===== src/rtl/game_pkg.sv =====
// Shared definitions for the sudoku game timer.
// Provides the timer FSM state type, the seconds field width/limit and a
// helper that clamps a raw seconds value into the 0..59 range.
package game_pkg;

  typedef enum logic [1:0] {
    IDLE  = 2'd0,
    RUN   = 2'd1,
    PAUSE = 2'd2,
    DONE  = 2'd3
  } timer_state_t;

  localparam int unsigned SECONDS_W = 6;
  localparam logic [SECONDS_W-1:0] SECONDS_MAX = 6'd59;

  function automatic logic [SECONDS_W-1:0] clamp_seconds(input logic [SECONDS_W-1:0] s);
    return (s > SECONDS_MAX) ? SECONDS_MAX : s;
  endfunction

endpackage


===== src/rtl/tick_divider.sv =====
// One-second divider for the game timer.
// Counts enabled cycles modulo CLK_FREQ; tick_o is high in the enabled cycle
// in which the counter wraps, so the consumer updates on that same edge.
// Ports:
//   clk    - system clock
//   reset  - synchronous active-high reset, counter to 0
//   clear  - synchronous clear, counter to 0 (restart of timing)
//   enable - advance the counter this cycle; when low the count is held
//   tick_o - wrap strobe (combinational from count and enable)
module tick_divider #(
  parameter int unsigned CLK_FREQ = 50_000_000
) (
  input  logic clk,
  input  logic reset,
  input  logic clear,
  input  logic enable,
  output logic tick_o
);

  localparam int unsigned CW = (CLK_FREQ > 2) ? $clog2(CLK_FREQ) : 1;
  localparam logic [CW-1:0] LAST = CW'(CLK_FREQ - 1);

  logic [CW-1:0] cnt_q, cnt_d;

  always_comb begin
    tick_o = enable && (cnt_q == LAST);
    cnt_d  = cnt_q;
    if (clear) begin
      cnt_d = '0;
    end else if (enable) begin
      cnt_d = tick_o ? '0 : cnt_q + CW'(1);
    end
  end

  always_ff @(posedge clk) begin
    if (reset) begin
      cnt_q <= '0;
    end else begin
      cnt_q <= cnt_d;
    end
  end

endmodule


===== src/rtl/game_timer.sv =====
// Play-time timer for the sudoku game.
// Keeps a minutes:seconds value counting up (elapsed time, saturating at
// MAX_MINUTES:59) or down (time limit, expiring at 0:00), advanced once per
// CLK_FREQ running cycles. Supports start/restart, pause/resume and expiry.
// Ports:
//   clk, reset               - clock, synchronous active-high reset
//   start                    - pulse: load value and enter RUN (any state)
//   pause                    - pulse: toggle RUN <-> PAUSE
//   countdown                - mode, sampled on start (1 = count down)
//   load_minutes/seconds     - countdown initial value, sampled on start
//   running/paused/expired   - state flags (RUN / PAUSE / DONE)
//   tick                     - one-cycle pulse with each value update
//   minutes/seconds/playtime - current value, playtime = {minutes, seconds}
module game_timer
  import game_pkg::*;
#(
  parameter int unsigned CLK_FREQ    = 50_000_000,
  parameter int unsigned MIN_W       = 5,
  parameter int unsigned MAX_MINUTES = 2**MIN_W - 1
) (
  input  logic                       clk,
  input  logic                       reset,
  input  logic                       start,
  input  logic                       pause,
  input  logic                       countdown,
  input  logic [MIN_W-1:0]           load_minutes,
  input  logic [SECONDS_W-1:0]       load_seconds,
  output logic                       running,
  output logic                       paused,
  output logic                       expired,
  output logic                       tick,
  output logic [MIN_W-1:0]           minutes,
  output logic [SECONDS_W-1:0]       seconds,
  output logic [MIN_W+SECONDS_W-1:0] playtime
);

  localparam logic [MIN_W-1:0] MAX_M = MIN_W'(MAX_MINUTES);

  timer_state_t         state_q, state_d;
  logic [MIN_W-1:0]     min_q, min_d;
  logic [SECONDS_W-1:0] sec_q, sec_d;
  logic                 cd_q, cd_d;
  logic                 tick_q, tick_d;
  logic                 div_tick;
  logic                 div_en;

  // Divider only advances in RUN cycles that are not consumed by a
  // start or pause pulse, so a pause can never let a wrap slip through.
  assign div_en = (state_q == RUN) && !start && !pause;

  tick_divider #(
    .CLK_FREQ(CLK_FREQ)
  ) u_div (
    .clk   (clk),
    .reset (reset),
    .clear (start),
    .enable(div_en),
    .tick_o(div_tick)
  );

  // Next-value arithmetic for both count directions.
  logic [MIN_W-1:0]     up_min, dn_min;
  logic [SECONDS_W-1:0] up_sec, dn_sec;

  always_comb begin
    if (sec_q >= SECONDS_MAX) begin
      up_sec = '0;
      up_min = min_q + MIN_W'(1);
    end else begin
      up_sec = sec_q + SECONDS_W'(1);
      up_min = min_q;
    end
    if (sec_q == '0) begin
      dn_sec = SECONDS_MAX;
      dn_min = min_q - MIN_W'(1);
    end else begin
      dn_sec = sec_q - SECONDS_W'(1);
      dn_min = min_q;
    end
  end

  // State register and datapath registers.
  always_ff @(posedge clk) begin
    if (reset) begin
      state_q <= IDLE;
      min_q   <= '0;
      sec_q   <= '0;
      cd_q    <= 1'b0;
      tick_q  <= 1'b0;
    end else begin
      state_q <= state_d;
      min_q   <= min_d;
      sec_q   <= sec_d;
      cd_q    <= cd_d;
      tick_q  <= tick_d;
    end
  end

  // Next-state and datapath update. Priority: start, zero-load expiry,
  // pause, seconds update.
  always_comb begin
    state_d = state_q;
    min_d   = min_q;
    sec_d   = sec_q;
    cd_d    = cd_q;
    tick_d  = 1'b0;
    if (start) begin
      state_d = RUN;
      cd_d    = countdown;
      if (countdown) begin
        min_d = load_minutes;
        sec_d = clamp_seconds(load_seconds);
      end else begin
        min_d = '0;
        sec_d = '0;
      end
    end else begin
      unique case (state_q)
        RUN: begin
          if (cd_q && (min_q == '0) && (sec_q == '0)) begin
            // Countdown loaded with 0:00 expires without a tick.
            state_d = DONE;
          end else if (pause) begin
            state_d = PAUSE;
          end else if (div_tick) begin
            tick_d = 1'b1;
            if (cd_q) begin
              min_d = dn_min;
              sec_d = dn_sec;
              if ((dn_min == '0) && (dn_sec == '0)) state_d = DONE;
            end else begin
              min_d = up_min;
              sec_d = up_sec;
              if ((up_min == MAX_M) && (up_sec == SECONDS_MAX)) state_d = DONE;
            end
          end
        end
        PAUSE: begin
          if (pause) state_d = RUN;
        end
        default: begin
          state_d = state_q;
        end
      endcase
    end
  end

  // Outputs.
  always_comb begin
    running  = (state_q == RUN);
    paused   = (state_q == PAUSE);
    expired  = (state_q == DONE);
    tick     = tick_q;
    minutes  = min_q;
    seconds  = sec_q;
    playtime = {min_q, sec_q};
  end

endmodule


===== config.mk =====
export PLATFORM = sky130hd
export DESIGN_NAME = game_timer
export DESIGN_NICKNAME = d
export VERILOG_FILES = /design/src/rtl/game_pkg.sv /design/src/rtl/tick_divider.sv /design/src/rtl/game_timer.sv
export SDC_FILE = /design/constraint.sdc
export NUM_CORES = 1
export LEC_CHECK = 0
export CAP_MARGIN = 20
export CELL_PAD_IN_SITES_DETAIL_PLACEMENT = 1
export CELL_PAD_IN_SITES_GLOBAL_PLACEMENT = 1
export CORE_UTILIZATION = 43
export DETAILED_ROUTE_END_ITERATION = 10
export PLACE_DENSITY = 0.88
export SLEW_MARGIN = 20
export SYNTH_ARGS = -nofsm -noshare
export SYNTH_HDL_FRONTEND = slang
export SYNTH_SLANG_ARGS = --single-unit

===== constraint.sdc =====
create_clock -name clk -period 8.3 [get_ports clk]
set_clock_uncertainty 0.15 [all_clocks]
set_input_delay 2.49 -clock clk [delete_from_list [all_inputs] [get_ports clk]]
set_output_delay 2.49 -clock clk [all_outputs]
set_load 0.03 [all_outputs]

==> results of run 1 <==
placed cells by master, fill, tap and decap left out, types with 7 or more instances in the layout:
| cell | instances |
|---|---|
| xnor2_1 | 9 |
| a21oi_1 | 20 |
| nand2_1 | 38 |
| and2_1 | 7 |
| nand3_1 | 19 |
| clkdlybuf4s50_1 | 41 |
| dfxtp_1 | 41 |
| and3_1 | 7 |
| nor3_1 | 10 |
| nor2_1 | 45 |
| xor2_1 | 19 |
| inv_1 | 10 |
| nand4_1 | 11 |
| o21ai_0 | 14 |
layer usage:
layer / share of wire [%] / track usage [%] / vias to the layer above
met5: 0 / 0 / -
met2: 49 / 44.3 / 61
li1: - / - / 1289
met1: 45 / 29.7 / 1324
met3: 3.2 / 4.00 / 19
met4: 2.6 / 11.6 / 0
how the worst max path moves through the flow:
| stage | end | slack [ns] | cells past startpoint |
|---|---|---|---|
| after floorplan | u_div.cnt_q[18] | 4.01 | 6 |
| after global placement | u_div.cnt_q[18] | 2.63 | 7 |
| after detailed placement | u_div.cnt_q[25] | 2.58 | 7 |
| after CTS | u_div.cnt_q[18] | 2.90 | 7 |
| after global routing | u_div.cnt_q[20] | 2.61 | 7 |
| final | u_div.cnt_q[25] | 2.88 | 7 |
cells in the mapped netlist, drive strengths merged (7+ instances only):
library cell,instances
and3,7
clkbuf,12
xor2,19
and2,7
nor3,10
nand4,11
o21ai,15
inv,10
dfxtp,41
nor2,46
nand2,38
buf,15
xnor2,9
a21oi,20
nand3,19
worst max-delay path, cell delays in order:
cell and delay (ns):
clkdlybuf4s50_1 0.87, nor4b_2 0.83, nand4_1 0.31, nor3_1 0.51, nand4_1 0.20, xor2_1 0.17
nor2_1 0.05
area by class of cell:
class / instances / area share, %
multi-input combinational: 279 / 54.0
inverter: 10 / 1.19
clock buffer: 6 / 2.61
tap: 75 / 2.97
timing repair buffer: 41 / 13.0
clock inverter: 1 / 0.238
sequential: 41 / 26.0
cells by family (layout without fill, tap and decap cells):
logic type / Yosys count / after routing / synth area share [%]
XOR/XNOR: 28 / 28 / 9.01
adder cells (fa/ha/maj): 6 / 6 / 2.76
AO/OA/AOI/OAI: 68 / 68 / 16.4
AND/OR/NAND/NOR: 175 / 175 / 33.7
flip-flops: 41 / 41 / 30.1
multiplexers: 2 / 2 / 0.781
buffers and inverters: 37 / 58 / 7.21
flip-flops by register name, indices dropped and copies added (netlist names):
register / count
u_div.cnt_q: 26
minutes: 5
state_q: 2
cd_q: 1
seconds: 6
tick: 1
through the flow:
stage	total power [mW]	instance area, µm²	cells	hold slack (ns)	setup slack [ns]
5_1_grt	0.468	3160	453	0.376	2.61
2_1_floorplan	0.280	2720	357	0.292	4.01
4_1_cts	0.451	3160	453	0.354	2.90
6_report	0.449	3160	453	0.355	2.88
3_3_place_gp	0.309	3070	446	0.315	2.63
3_5_place_dp	0.312	3070	446	0.343	2.58
where the power goes:
group          switching [mW]  total [mW]  internal, mW
combinational          0.0548      0.0949        0.0401
sequential             0.0129       0.214         0.201
clock                  0.0748       0.141        0.0659
==> flow_summary.ini, run 1 <==
[global_route]
grt_overflow = 0
grt_max_degree = 26
grt_pass1_vias = 2627
grtUsageTotal_pct = 25.1
grt_pass1_wl_mm = 12.8
antenna_found_initial = 0

[layout]
num-fill-cells = 777
multi_input_area_mm2 = 0.00171
seqCellArea_um2 = 821
area_growth_pct = 16.0
drive_gt1_share_pct = 5.56
nets = 400
fin_util_pct = 52.4
diodes = 0

[routing]
via_per_inst = 5.94
drt-initial-drc-count = 95
wl_mm = 7.93
antenna_left = 0
vias = 2693
routedWlPerCell_um = 17.5
drcViolationCount = 0
firstDrtPassIters = 4

[setup_path]
crit_type = in2reg
rr_startpoint = seconds[0]
critPathLaunchType = input port
critPathRequiredTime_ns = 8.31
crit_arrival_ns = 5.43
critPathMaxFanout = 21
rrSetupSlack_ns = 5.21
reg2reg_depth = 7
rr_endpoint = seconds[5]
startpoint = start
end_kind = flop

[timing]
maxSlewViolCount = 0
finalSetupTns_ns = 0
final-setup-viol-count = 0
fmax_mhz = 185
tightest_slew_ns = 0.918
finalCritPeriodShare_pct = 65.3
relSlewSlack_pct = 38.8
min_period_ns = 5.42
rsz0062_at_grt = false
final_hold_viol_count = 0

[clocking]
cts.path.max_buffers = 2
cts_tree = built
clkTransAtPathRegs_ns = 0.08
cts_hold_buf = 0
ctsRootBufferMaster = clkbuf_8
cts_buffers = 5
clock_latency_ns = 0.30
h-tree-depth = 2
cts_sinks = 41
post_cts_buffers = 0
cts-resized-gates = 0

[die]
ios = 42
die_area_mm2 = 0.00665
rows = 28
start_util_pct = 45.2
die_h_um = 81.6
core_region_area_mm2 = 0.00603
fp.dieW_um = 81.6

[logic_synthesis]
synthArstFlopShare_pct = 0
synth_area_mm2 = 0.00272
syn_avg_cell_area_um2 = 7.63
synth-edff-count = 0
yosys_most_used_dff = dfxtp_1
synth-seq-area-share_pct = 30.1
yosysWarnings = 0
yosysTopAreaCell = dfxtp_1
synthesis.nets = 379
synth_top_area_share_pct = 30.1
ys_types = 59
ys_ff_latch = 41
postSynthCellCount = 357
synthTopCellsByArea = dfxtp_1 30%, nor2_1 6.2%, xor2_1 6.1%

[outcome]
status = complete, no violations

[pwr]
p_per_area_mw_per_mm2 = 142
leakage_nw = 1.06
vdd_drop_max_uv = 72.9

[placed_design]
dp_hpwl_mm = 5.70
portBuffers = 41
gp_congestion = 0.854

[worst_hold_path]
hold_start = u_div.cnt_q[0]
hold_depth = 2
hold_end = u_div.cnt_q[0]
hp-class = reg2reg

[run]
max-cap-violations = 0
No activity file was read; power rests on OpenSTA's default activity.
==> run 2: changes to the inputs <==
--- a/config.mk
+++ b/config.mk
@@ -8,9 +8,9 @@
 export CAP_MARGIN = 20
 export CELL_PAD_IN_SITES_DETAIL_PLACEMENT = 1
 export CELL_PAD_IN_SITES_GLOBAL_PLACEMENT = 1
-export CORE_UTILIZATION = 43
+export CORE_UTILIZATION = 36
 export DETAILED_ROUTE_END_ITERATION = 10
-export PLACE_DENSITY = 0.88
+export PLACE_DENSITY = 0.79
 export SLEW_MARGIN = 20
 export SYNTH_ARGS = -nofsm -noshare
 export SYNTH_HDL_FRONTEND = slang
==> constraint.sdc (replaced) <==
create_clock -name clk -period 4.6 [get_ports clk]
set_clock_uncertainty 0.15 [all_clocks]
set_input_delay 1.38 -clock clk [delete_from_list [all_inputs] [get_ports clk]]
set_output_delay 1.38 -clock clk [all_outputs]
set_load 0.03 [all_outputs]
==> flow_summary.ini, run 2 (same netlist as run 1, synthesis figures left out) <==
[setup_path]
crit_arrival_ns = 3.82
critPathRequiredTime_ns = 4.62
end_kind = flop
cp.depth = 6
slowest_delay_ns = 0.53
crit_type = in2reg
rr_startpoint = seconds[0]
reg2reg_depth = 7
path_cells = clkdlybuf4s50_1 -> or3b_1 -> nor4_4 -> a41o_1 -> nor2_1 -> a2111oi_0
critPathMaxFanout = 13
startpoint = pause
cp.buffers_inverters = 1
crit_slowest_cell = clkdlybuf4s50_1
cp_top_family = simple AND/OR/NAND/NOR gates
rr_endpoint = seconds[3]
critPathLaunchType = input port
rrSetupSlack_ns = 1.52
endpoint = minutes[4]

[routing]
vias = 2614
wl_mm = 7.59
routedWlPerCell_um = 15.7
firstDrtPassIters = 4
drt-initial-drc-count = 121
via_per_inst = 5.41
drcViolationCount = 0
antenna_left = 0

[timing]
layout_setup_ws_ns = 0.800
fmax_mhz = 263
finalSetupTns_ns = 0
relSlewSlack_pct = 40.5
min_period_ns = 3.80
final-setup-viol-count = 0
rsz0062_at_grt = false
maxSlewViolCount = 0
finalCritPeriodShare_pct = 82.6
tightest_slew_ns = 0.885
fin_hold_ws_ns = 0.325
final_hold_viol_count = 0

[layout]
diodes = 0
multi_input_area_mm2 = 0.00171
nets = 405
final_cell_mix = 45 x nor2_1, 41 x dfxtp_1, 41 x clkdlybuf4s50_1
num-fill-cells = 908
final_area_mm2 = 0.00326
fin_util_pct = 44.6
final_common_cell = nor2_1
area_growth_pct = 19.6
drive_gt1_share_pct = 7.03
max_flop_register = u_div.cnt_q
seqCellArea_um2 = 821
largest_reg_flops = 26

[placed_design]
gp_congestion = 0.859
dp_hpwl_mm = 5.55
portBuffers = 41
placed_area_mm2 = 0.00314
post-place-ws_ns = 0.496

[clocking]
cts.path.max_buffers = 2
cts_tree = built
cts_buffers = 5
clock_latency_ns = 0.30
post_cts_buffers = 0
ctsRootBufferMaster = clkbuf_8
cts_hold_buf = 0
cts_sinks = 41
clkTransAtPathRegs_ns = 0.09
cts-resized-gates = 0
h-tree-depth = 2

[outcome]
status = complete, no violations

[die]
ios = 42
die_h_um = 89.0
rows = 31
start_util_pct = 37.3
die_area_mm2 = 0.00791
core_region_area_mm2 = 0.00729
fp.dieW_um = 89.0

[pwr]
vdd_drop_max_uv = 129
p_int_mw = 0.613
switching_share_pct = 29.7
power_frac_seq_pct = 43.8
clkPwrFrac_pct = 36.1
p_per_area_mw_per_mm2 = 268
p_switching_mw = 0.259
p_comb_share_pct = 20.1
leakage_nw = 1.10

[global_route]
grt_pass1_vias = 2477
grt_pass1_wl_mm = 12.4
antenna_found_initial = 0
grt_overflow = 0
grt_max_degree = 26
grtUsageTotal_pct = 20.4

[run]
max-cap-violations = 0

[worst_hold_path]
hp-class = reg2reg
## run 2: cell count changes in the layout (fill, tap and decap cells not counted), sizes merged
cell	delta
buf	+5
bufinv	+1
## run 2: layer usage
layer | vias up | routed length, µm | global-route usage [%]
li1 | 1307 | - | -
met1 | 1237 | 3720 | 28.9
met2 | 56 | 3450 | 32.0
met3 | 14 | 269 | 3.05
met4 | 0 | 148 | 6.20
met5 | - | 0 | 0
## run 2: worst min path at each step
| stage | start | end | slack (ns) | cells after the start |
|---|---|---|---|---|
| 2_1_floorplan | u_div.cnt_q[1] | u_div.cnt_q[1] | 0.29 | 2 |
| 3_5_place_dp | u_div.cnt_q[1] | u_div.cnt_q[1] | 0.31 | 2 |
| 6_report | u_div.cnt_q[1] | u_div.cnt_q[1] | 0.33 | 2 |
| 4_1_cts | u_div.cnt_q[1] | u_div.cnt_q[1] | 0.33 | 2 |
| 5_1_grt | u_div.cnt_q[1] | u_div.cnt_q[1] | 0.38 | 2 |
| 3_3_place_gp | u_div.cnt_q[1] | u_div.cnt_q[1] | 0.32 | 2 |
## run 2: power by group through the flow
stage | Combinational (mW) | Clock, mW | Sequential [mW]
after floorplan | 0.114 | 0 | 0.391
after global placement | 0.171 | 0 | 0.390
after detailed placement | 0.174 | 0 | 0.391
after CTS | 0.176 | 0.320 | 0.382
after global routing | 0.189 | 0.340 | 0.385
final | 0.176 | 0.315 | 0.382
## run 2: worst register-to-register path, stage by stage (launching register included)
cell	delay (ns)
dfxtp_1	0.45
inv_1	0.11
ha_1	0.28
or4b_4	0.54
nor4_1	0.75
o21a_1	0.34
a221oi_1	0.08
a211oi_1	0.27
## run 2: final cells by class
cell class                 count  area share, %
multi-input combinational    279           52.4
sequential                    41           25.2
timing repair buffer          46           13.8
tap                           99           3.80
clock buffer                   6           2.54
inverter                      10           1.15
clock inverter                 2           1.15
## run 2: stage by stage
step	total power, mW	instances
after floorplan	0.505	357
after global placement	0.561	475
after detailed placement	0.565	475
after CTS	0.878	483
after global routing	0.915	483
final	0.873	483
